===== src/rtl/fdew_pipe.sv =====
// Four-stage in-order pipeline (IF, ID, EX, WB) with a 16-entry register file and branch/HALT flush.
// Define FDEW_FORWARD_EN for an EX/WB->EX forwarding path; otherwise ID interlocks on hazards.
module fdew_pipe #(
    parameter int DATA_W   = 32,
    parameter int PC_W     = 8,
    parameter int RESET_PC = 0
) (
    input  logic              clock,
    input  logic              reset,
    input  logic              run_en,
    output logic [PC_W-1:0]   imem_addr,
    input  logic [31:0]       imem_data,
    output logic              wb_valid,
    output logic [3:0]        wb_rd,
    output logic [DATA_W-1:0] wb_data,
    output logic              halted
);

    localparam logic [3:0] OP_ADD  = 4'h1;
    localparam logic [3:0] OP_SUB  = 4'h2;
    localparam logic [3:0] OP_AND  = 4'h3;
    localparam logic [3:0] OP_OR   = 4'h4;
    localparam logic [3:0] OP_XOR  = 4'h5;
    localparam logic [3:0] OP_ADDI = 4'h6;
    localparam logic [3:0] OP_LUI  = 4'h7;
    localparam logic [3:0] OP_BEQ  = 4'h8;
    localparam logic [3:0] OP_HALT = 4'hF;

    function automatic logic writes_rd(input logic [3:0] op);
        return (op >= OP_ADD) && (op <= OP_LUI);
    endfunction

    function automatic logic signed [DATA_W-1:0] alu(
        input logic [3:0]               op,
        input logic signed [DATA_W-1:0] a,
        input logic signed [DATA_W-1:0] b,
        input logic signed [DATA_W-1:0] imm
    );
        case (op)
            OP_ADD:  return a + b;
            OP_SUB:  return a - b;
            OP_AND:  return a & b;
            OP_OR:   return a | b;
            OP_XOR:  return a ^ b;
            OP_ADDI: return a + imm;
            OP_LUI:  return imm;
            default: return '0;
        endcase
    endfunction

    logic [PC_W-1:0] pc;
    logic            halted_q;

    logic            vld_p0;
    logic [31:0]     instr_p0;
    logic [PC_W-1:0] pc_p0;

    logic                     vld_p1;
    logic                     wr_p1;
    logic [3:0]               op_p1;
    logic [3:0]               rd_p1;
    logic signed [DATA_W-1:0] a_p1;
    logic signed [DATA_W-1:0] b_p1;
    logic signed [15:0]       imm16_p1;
    logic [PC_W-1:0]          pc_p1;
`ifdef FDEW_FORWARD_EN
    logic [3:0]               rs_p1;
    logic [3:0]               rt_p1;
`endif

    logic                     vld_p2;
    logic                     wr_p2;
    logic [3:0]               rd_p2;
    logic signed [DATA_W-1:0] res_p2;

    logic signed [DATA_W-1:0] rf [16];

    logic wb_we;
    assign wb_we = vld_p2 && wr_p2 && (rd_p2 != 4'd0);

    // ---- IF/ID -> ID: decode and register read with write-through ----
    logic [3:0]               id_op;
    logic [3:0]               id_rd;
    logic [3:0]               id_rs;
    logic [3:0]               id_rt;
    logic signed [DATA_W-1:0] id_a;
    logic signed [DATA_W-1:0] id_b;
    logic                     stall;

    assign id_op = instr_p0[31:28];
    assign id_rd = instr_p0[27:24];
    assign id_rs = instr_p0[23:20];
    assign id_rt = instr_p0[19:16];

    always_comb begin
        id_a = rf[id_rs];
        id_b = rf[id_rt];
        if (wb_we && rd_p2 == id_rs) id_a = res_p2;
        if (wb_we && rd_p2 == id_rt) id_b = res_p2;
        if (id_rs == 4'd0) id_a = '0;
        if (id_rt == 4'd0) id_b = '0;
    end

`ifdef FDEW_FORWARD_EN
    assign stall = 1'b0;
`else
    function automatic logic uses_rs(input logic [3:0] op);
        return ((op >= OP_ADD) && (op <= OP_ADDI)) || (op == OP_BEQ);
    endfunction

    function automatic logic uses_rt(input logic [3:0] op);
        return ((op >= OP_ADD) && (op <= OP_XOR)) || (op == OP_BEQ);
    endfunction

    // The producer in ID/EX is one cycle from WB, where write-through picks it up.
    assign stall = vld_p0 && vld_p1 && wr_p1 && (rd_p1 != 4'd0) &&
                   ((uses_rs(id_op) && id_rs == rd_p1) ||
                    (uses_rt(id_op) && id_rt == rd_p1));
`endif

    // ---- ID/EX -> EX: operand select, ALU, branch compare ----
    logic signed [DATA_W-1:0] ex_a;
    logic signed [DATA_W-1:0] ex_b;
    logic signed [DATA_W-1:0] imm_ex;
    logic signed [DATA_W-1:0] ex_res;
    logic [PC_W-1:0]          br_target;
    logic                     br_taken;
    logic                     halt_ex;

    always_comb begin
        ex_a = a_p1;
        ex_b = b_p1;
`ifdef FDEW_FORWARD_EN
        if (wb_we && rd_p2 == rs_p1) ex_a = res_p2;
        if (wb_we && rd_p2 == rt_p1) ex_b = res_p2;
`endif
    end

    always_comb begin
        if (op_p1 == OP_LUI) imm_ex = DATA_W'(imm16_p1) << (DATA_W - 16);
        else                 imm_ex = DATA_W'(imm16_p1);
    end

    assign ex_res    = alu(op_p1, ex_a, ex_b, imm_ex);
    assign br_target = pc_p1 + PC_W'(1) + PC_W'(imm16_p1);
    assign br_taken  = vld_p1 && (op_p1 == OP_BEQ) && (ex_a == ex_b);
    assign halt_ex   = vld_p1 && (op_p1 == OP_HALT);

    // ---- control: PC, valid bits, halt ----
    always_ff @(posedge clock) begin
        if (reset) begin
            pc       <= PC_W'(RESET_PC);
            halted_q <= 1'b0;
            vld_p0   <= 1'b0;
            vld_p1   <= 1'b0;
            vld_p2   <= 1'b0;
            wr_p2    <= 1'b0;
            rd_p2    <= 4'd0;
            res_p2   <= '0;
        end else if (run_en) begin
            vld_p2 <= vld_p1;
            wr_p2  <= vld_p1 && wr_p1;
            rd_p2  <= rd_p1;
            res_p2 <= ex_res;
            if (halt_ex || halted_q) begin
                vld_p0 <= 1'b0;
                vld_p1 <= 1'b0;
                if (halt_ex) halted_q <= 1'b1;
            end else if (br_taken) begin
                pc     <= br_target;
                vld_p0 <= 1'b0;
                vld_p1 <= 1'b0;
            end else if (stall) begin
                vld_p1 <= 1'b0;
            end else begin
                pc     <= pc + PC_W'(1);
                vld_p0 <= 1'b1;
                vld_p1 <= vld_p0;
            end
        end
    end

    // ---- IF -> IF/ID and ID -> ID/EX data, qualified by the valid bits above ----
    always_ff @(posedge clock) begin
        if (run_en) begin
            if (!stall) begin
                instr_p0 <= imem_data;
                pc_p0    <= pc;
            end
            op_p1    <= id_op;
            rd_p1    <= id_rd;
            wr_p1    <= writes_rd(id_op);
            a_p1     <= id_a;
            b_p1     <= id_b;
            imm16_p1 <= $signed(instr_p0[15:0]);
            pc_p1    <= pc_p0;
`ifdef FDEW_FORWARD_EN
            rs_p1    <= id_rs;
            rt_p1    <= id_rt;
`endif
        end
    end

    // ---- EX/WB -> register file ----
    always_ff @(posedge clock) begin
        if (reset) begin
            for (int i = 0; i < 16; i++) rf[i] <= '0;
        end else if (wb_valid) begin
            rf[rd_p2] <= res_p2;
        end
    end

    assign wb_valid  = wb_we && run_en;
    assign wb_rd     = rd_p2;
    assign wb_data   = res_p2;
    assign imem_addr = pc;
    assign halted    = halted_q;

endmodule

===== config.mk =====
export PLATFORM = sky130hd
export DESIGN_NAME = fdew_pipe
export DESIGN_NICKNAME = d
export VERILOG_FILES = /design/src/rtl/fdew_pipe.sv
export SDC_FILE = /design/constraint.sdc
export NUM_CORES = 2
export LEC_CHECK = 0
export CAP_MARGIN = 20
export CORE_UTILIZATION = 56
export CTS_BUF_LIST = sky130_fd_sc_hd__clkbuf_8
export DETAILED_ROUTE_END_ITERATION = 12
export PLACE_DENSITY = 0.74
export SYNTH_ARGS = -nofsm -noshare
export SYNTH_HDL_FRONTEND = slang
export SYNTH_SLANG_ARGS = --single-unit

===== constraint.sdc =====
create_clock -name clock -period 5.5 [get_ports clock]
set_clock_uncertainty 0.1 [all_clocks]
set_input_delay 0.825 -clock clock [delete_from_list [all_inputs] [get_ports clock]]
set_output_delay 0.825 -clock clock [all_outputs]
set_load 0.005 [all_outputs]

-- Word-level counts from Yosys, hierarchy flattened
Memory sizes are Yosys's and may differ from the RTL's. A register that Yosys moved wholly into a read port is not among the register bits.
Index checks and enable logic that the tools add are counted.
- add/sub/neg operators: 6
- $lt $le $gt $ge: 4
- eq/ne operators: 17
- mux-type cells: 22
- bitwise logic cells: 5
- reductions and logical operators: 31
- operator list (cell ; count):
    case mux 32 bit (7 select lines) ; 1
    two-way mux 32 bit ; 3
    adder 32 bit ; 2
    AND 32 bit ; 1
    == test 32 bit ; 1
    bitwise OR 32 bit ; 1
    OR reduction 32 bit ; 1
    subtractor 32 bit ; 1
    XOR 32 bit ; 1
    two-way mux 31 bit ; 1
    logical AND 1 bit ; 18
    adder 8 x 1 -> 8 bit, second input constant ; 2
    == test 4 x 3 -> 1 bit, second input constant ; 4
    == test 4 bit ; 4
    two-way mux 8 bit ; 2
    == test 4 bit, second input constant ; 3
    less-or-equal comparator 4 x 3 -> 1 bit, second input constant ; 3
    two-way mux 1 bit ; 12
    two-way mux 4 bit ; 3
    adder 8 bit ; 1
    == test 4 x 2 -> 1 bit, second input constant ; 2
    logical NOT 4 bit ; 2
    nonzero test 4 bit ; 2
    AND reduction 3 bit ; 2
    other kinds (7) ; 12
- bits in registers: 186
- RAM bits: 512
- input port bits: 35
- logic and storage cells: 103
- memories kept: 1
- memory list (memory ; words ; width ; read ports ; clocked after memory_dff ; write ports ; line ; RTL):
    rf ; 16 ; 32 ; 2 ; 2 ; 16 ; 76 ; logic signed [DATA_W-1:0] rf [16];

-- Depth between registers and ports, before layout
- word-level depth: 9
- depth in mapped cells: 20

-- Worst setup path before layout
Ideal clock, no wire load.
- path kind: register to register
- from: register op_p1[3]
- to: register res_p2[30], in the netlist wb_data[30]
- setup time: 127 ps
- data arrival time: 3807 ps
- data required time: 5273 ps
- path slack: 1466 ps
- stages on the path, launching flop included: 21
- path buffers: 3
- period minus slack after synthesis: 4034 ps
- cell sequence: edfxtp_1 -> clkbuf_1 -> nand2b_1 -> nor2_1 -> clkbuf_1 -> buf_1 -> nand2_1 -> o21ai_0 -> ha_1 -> inv_1 -> fa_1 -> nand3b_1 -> nand2_1 -> a21oi_1 -> o211ai_1 -> a41oi_1 -> o31ai_1 -> nand2_1 -> mux2i_1 -> a221oi_1 -> o21ai_1
- word-level cells in the longest chain between the ends: 4
- RTL lines (item ; line ; RTL):
    start: declaration ; 60 ; logic [3:0] op_p1;
    start signal: assignment ; 190 ; op_p1 <= id_op;
    == test 4 x 3 -> 1 bit ; 39, 140 ;
    two-way mux 31 bit ; 140 ; if (op_p1 == OP_LUI) imm_ex = DATA_W'(imm16_p1) << (DATA_W - 16);
    adder 32 bit ; 45 ; OP_ADDI: return a + imm;
    case mux 32 bit (7 select lines) (*) ; 39 ; case (op)
    end signal: assignment ; 164 ; res_p2 <= ex_res;
    end: declaration ; 74 ; logic signed [DATA_W-1:0] res_p2;
Every way passes the cells marked *; elsewhere a longest branch is shown, timed or not.
A chain may end at the register's enable or synchronous reset.

-- Worst setup path after layout
- from: register op_p1[3]
- to: register res_p2[27], in the netlist wb_data[27]
Same word-level chain as after synthesis.

==> impl_metrics.xml <==
<?xml version="1.0" encoding="UTF-8"?>
<metrics>
  <group name="run_status">
    <metric name="outcome" unit="">completed</metric>
  </group>
  <group name="clocking">
    <metric name="tritoncts" unit="">built</metric>
    <metric name="cts-resized-gates" unit="">0</metric>
    <metric name="post_cts.repair.setup_buffers" unit="">0</metric>
    <metric name="cts.htree.levels" unit="">3</metric>
    <metric name="clkTransAtPathRegs" unit="ns">0.07</metric>
    <metric name="cts_inserted_buffers" unit="">116</metric>
    <metric name="clkLatencyLatePin" unit="ns">0.74</metric>
    <metric name="clk_path_buf_depth" unit="">3</metric>
    <metric name="cts-hold-fix-buffers" unit="">0</metric>
    <metric name="root_buffer_cell" unit="">sky130_fd_sc_hd__clkbuf_8</metric>
    <metric name="tritoncts_num_sinks" unit="">706</metric>
  </group>
  <group name="detailed_routing">
    <metric name="drt_pass1_iterations" unit="">5</metric>
    <metric name="routedWlPerCell" unit="um">30.6</metric>
    <metric name="first_iter_violations" unit="">3934</metric>
    <metric name="drt-total-wl" unit="mm">125</metric>
    <metric name="viasPerCell" unit="">6.64</metric>
    <metric name="drt.antenna.violating_nets" unit="">0</metric>
    <metric name="drc_errors" unit="">0</metric>
    <metric name="routed-via-count" unit="">27200</metric>
  </group>
  <group name="power">
    <metric name="vdd.ir_drop.worst" unit="V">0.000216</metric>
    <metric name="report.power.total" unit="mW">13.5</metric>
    <metric name="power_density" unit="nW/um^2">304</metric>
    <metric name="power.static_leakage" unit="nW">16.9</metric>
  </group>
  <group name="yosys">
    <metric name="sequential_cell_area_fraction_in_the_yosys_report" unit="%">51.7</metric>
    <metric name="syn-cell-area" unit="um^2">39900</metric>
    <metric name="postSynthCellCount" unit="">2963</metric>
    <metric name="ys_types" unit="">90</metric>
    <metric name="synthFlopType" unit="">sky130_fd_sc_hd__edfxtp_1</metric>
    <metric name="ys_top_cells_by_area" unit="">sky130_fd_sc_hd__edfxtp_1 49%, sky130_fd_sc_hd__mux4_2 18%, sky130_fd_sc_hd__and2_1 7.6%</metric>
    <metric name="share_of_flip_flops_with_an_asynchronous_set_or_reset_after_synthesis" unit="%">0</metric>
    <metric name="edff_count_synth" unit="">649</metric>
    <metric name="postSynthRegisterBits" unit="">706</metric>
    <metric name="postSynthAreaPerCell" unit="um^2">13.5</metric>
    <metric name="synth_area_leader_cell" unit="">sky130_fd_sc_hd__edfxtp_1</metric>
    <metric name="synth_warnings" unit="">0</metric>
    <metric name="post-synth-top-area-fraction" unit="%">48.9</metric>
  </group>
  <group name="placed_design">
    <metric name="place.detailed.hpwl" unit="mm">80.5</metric>
    <metric name="placedInstanceArea" unit="um^2">42100</metric>
    <metric name="place.gp.congestion" unit="">0.942</metric>
    <metric name="port_buffer_count" unit="">80</metric>
  </group>
  <group name="layout">
    <metric name="flow.area_growth_from_synthesis" unit="%">11.4</metric>
    <metric name="nets" unit="">3235</metric>
    <metric name="finalCoreUtilization" unit="%">63.2</metric>
    <metric name="drive_gt1_share" unit="%">20.2</metric>
    <metric name="final_design_area_no_fill" unit="um^2">44400</metric>
    <metric name="fill_cell_instance_count_of_the_final_layout" unit="">5219</metric>
  </group>
  <group name="run">
    <metric name="drv.max_cap_violation_count" unit="">0</metric>
  </group>
  <group name="grt">
    <metric name="grt_remaining_overflow" unit="">0</metric>
    <metric name="global_route.usage.met1" unit="%">46.5</metric>
    <metric name="grt.busiest_layer" unit="">met2</metric>
    <metric name="gr-usage-met3" unit="%">7.83</metric>
    <metric name="grt_first_pass_wirelength" unit="mm">181</metric>
    <metric name="first_global_vias" unit="">27400</metric>
    <metric name="groute.usage.overall" unit="%">35.2</metric>
    <metric name="antenna_found_initial" unit="">8</metric>
    <metric name="grt_start_max_net_pins" unit="">60</metric>
    <metric name="groute.layer.met2.usage" unit="%">56.0</metric>
  </group>
  <group name="setup_path">
    <metric name="path_max_fanout" unit="">17</metric>
    <metric name="critical-path-slowest-cell" unit="">sky130_fd_sc_hd__edfxtp_1</metric>
    <metric name="criticalPathCategory" unit="">reg2reg</metric>
    <metric name="reg2regPathDepth" unit="">15</metric>
    <metric name="regToRegEndpoint" unit="">wb_data[27]$_SDFFE_PP0P_</metric>
    <metric name="cpPeakStageDelay" unit="ns">0.62</metric>
    <metric name="reg2reg_from" unit="">op_p1[3]$_DFFE_PP_</metric>
    <metric name="crit_path_end_kind" unit="">register</metric>
    <metric name="critical_path_required" unit="ns">6.03</metric>
    <metric name="start_kind" unit="">register</metric>
    <metric name="timing.critical_path.cells" unit="">nand2b_1, nor2_2, nand2_1, o21ai_0, ha_1, a211oi_2, o21ai_1, a311oi_1, nor2_1, a2111oi_2, or2_1, a21boi_1, o22ai_1, mux2i_1, a221o_1</metric>
    <metric name="worst-r2r-setup-slack" unit="ns">0.82</metric>
    <metric name="critPathArrivalTime" unit="ns">5.21</metric>
    <metric name="setup.worst_path.start" unit="">op_p1[3]$_DFFE_PP_</metric>
  </group>
  <group name="sta">
    <metric name="maxClockFrequency" unit="MHz">214</metric>
    <metric name="setup_violations" unit="">0</metric>
    <metric name="grt_setup_unrepaired" unit="">no</metric>
    <metric name="worstMarginPinSlew" unit="ns">1.12</metric>
    <metric name="hold_viol" unit="">0</metric>
    <metric name="worst_max_slew_margin_expressed_relative_to_the_limit" unit="%">25.4</metric>
    <metric name="drv_slew" unit="">0</metric>
    <metric name="finalCritPeriodShare" unit="%">85.1</metric>
    <metric name="timing.setup.tns" unit="ns">0</metric>
    <metric name="min_period" unit="ns">4.68</metric>
  </group>
  <group name="floorplan">
    <metric name="boundaryPins" unit="">81</metric>
    <metric name="dieWidth" unit="um">269</metric>
    <metric name="placement_rows" unit="">97</metric>
    <metric name="fp.dieH" unit="um">269</metric>
    <metric name="overall_die_area" unit="um^2">72300</metric>
    <metric name="placeableCoreArea" unit="um^2">70300</metric>
    <metric name="floorplan.initialDensity" unit="%">56.8</metric>
  </group>
  <group name="worst_hold_path">
    <metric name="holdCritPathClass" unit="">reg2reg</metric>
    <metric name="hold_path.startpoint" unit="">pc_p0[3]$_DFFE_PP_</metric>
    <metric name="hold_end" unit="">pc_p1[3]$_DFFE_PP_</metric>
    <metric name="hold-path-cell-count" unit="">0</metric>
  </group>
</metrics>
## cells in the mapped netlist (all sizes together) (6+ instances only)
cell      n
or2      19
and2    483
a22oi    21
nand3b   10
xnor2    29
dfxtp    57
a311oi    6
nor2    177
nor3     26
or3       9
o31ai     7
o21bai    9
buf      42
a211oi    9
edfxtp  649
nand2   123
clkbuf  182
a21oi   120
o22ai     6
a21o     17
nor4     18
inv     101
mux4    320
ha      140
xor2     28
nand4     9
a31oi    15
o211ai   13
nor2b    13
nand2b   17
and3      6
o21ai    99
mux2i    72
a221oi   24
nand3    19
## layout by cell type (no fill, tap or decap), types with 21 or more instances in the layout
cell type,instances
sky130_fd_sc_hd__o21ai_0,81
sky130_fd_sc_hd__ha_1,140
sky130_fd_sc_hd__and2_1,483
sky130_fd_sc_hd__xor2_1,28
sky130_fd_sc_hd__mux2i_1,72
sky130_fd_sc_hd__xnor2_1,29
sky130_fd_sc_hd__nor2_1,163
sky130_fd_sc_hd__dfxtp_1,49
sky130_fd_sc_hd__a21oi_1,118
sky130_fd_sc_hd__inv_1,140
sky130_fd_sc_hd__mux4_2,320
sky130_fd_sc_hd__conb_1,32
sky130_fd_sc_hd__buf_4,73
sky130_fd_sc_hd__a22oi_1,21
sky130_fd_sc_hd__clkbuf_8,123
sky130_fd_sc_hd__clkinv_1,28
sky130_fd_sc_hd__a221oi_1,24
sky130_fd_sc_hd__clkdlybuf4s50_1,78
sky130_fd_sc_hd__edfxtp_1,649
sky130_fd_sc_hd__nand2_1,121
## through the flow
step                hold WS [ns]  setup slack (ns)  instances
detailed placement         0.305             0.912       3879
global placement           0.301             0.980       3878
floorplan                  0.300              1.47       2994
finish                     0.302             0.817       4102
global route               0.322             0.599       4101
CTS                        0.307             0.900       4096
## worst max-delay path, delay by kind of cell, from the launching register on
| kind | cells | cell delay, ns |
|---|---|---|
| adders and majority gates | 1 | 0.46 |
| DFF | 1 | 0.62 |
| and+or+nand+nor | 5 | 1.34 |
| muxes | 1 | 0.11 |
| AOI/OAI and AO/OA | 8 | 1.94 |
## area by class of cell
class                      count  area, um^2  share of cell area (%)
antenna                        6        15.0                  0.0338
clock buffer                 123        1690                    3.81
clock inverter                94         596                    1.34
inverter                     102         383                   0.862
multi-input combinational   1962       18200                    41.0
sequential                   706       20600                    46.5
tap                          940        1180                    2.65
timing repair buffer         169        1680                    3.78
## report_power, final
group	leakage (nW)	switching (mW)	internal (mW)
combinational	8.46	1.38	1.06
clock	1.32	2.22	2.40
sequential	7.10	0.318	6.13
## routing by layer
metal  share of wire, %  vias up
li1                   -    11400
met1                 37    13600
met2                 47     1850
met3                 12      356
met4                4.2        2
met5             0.0088        -
## how the worst max path moves through the flow
stage                               endpoint  slack [ns]  depth (start not counted)
floorplan           wb_data[30]$_SDFFE_PP0P_        1.47                         20
global placement    wb_data[30]$_SDFFE_PP0P_        0.98                         18
detailed placement  wb_data[30]$_SDFFE_PP0P_        0.91                         18
CTS                 wb_data[30]$_SDFFE_PP0P_        0.90                         18
global route        wb_data[30]$_SDFFE_PP0P_        0.60                         18
finish              wb_data[27]$_SDFFE_PP0P_        0.82                         15
## logic make-up (layout without fill, tap and decap cells)
| group | count (synthesis) | in the layout | synth area share (%) |
|---|---|---|---|
| AOI/OAI and AO/OA | 395 | 395 | 6.49 |
| xor gates and xnor gates | 57 | 57 | 1.25 |
| adders and majority gates | 143 | 143 | 4.54 |
| buffers and inverters | 326 | 488 | 3.14 |
| DFF | 706 | 706 | 51.7 |
| muxes | 393 | 393 | 19.9 |
| other | 1 | 38 | 0.00940 |
| and+or+nand+nor | 942 | 942 | 12.9 |
## state kept, by name, indices dropped and copies added (netlist names), named ones only
signal     cells
imem_addr      8
wb_data       32
pc_p1          8
b_p1          32
wb_rd          4
imm16_p1      16
wr_p1          1
rd_p1          4
halted         1
vld_p2         1
wr_p2          1
rf           512
pc_p0          8
instr_p0      32
vld_p1         1
vld_p0         1
op_p1          4
a_p1          32
Note: power is estimated with default switching activity, not from simulation.
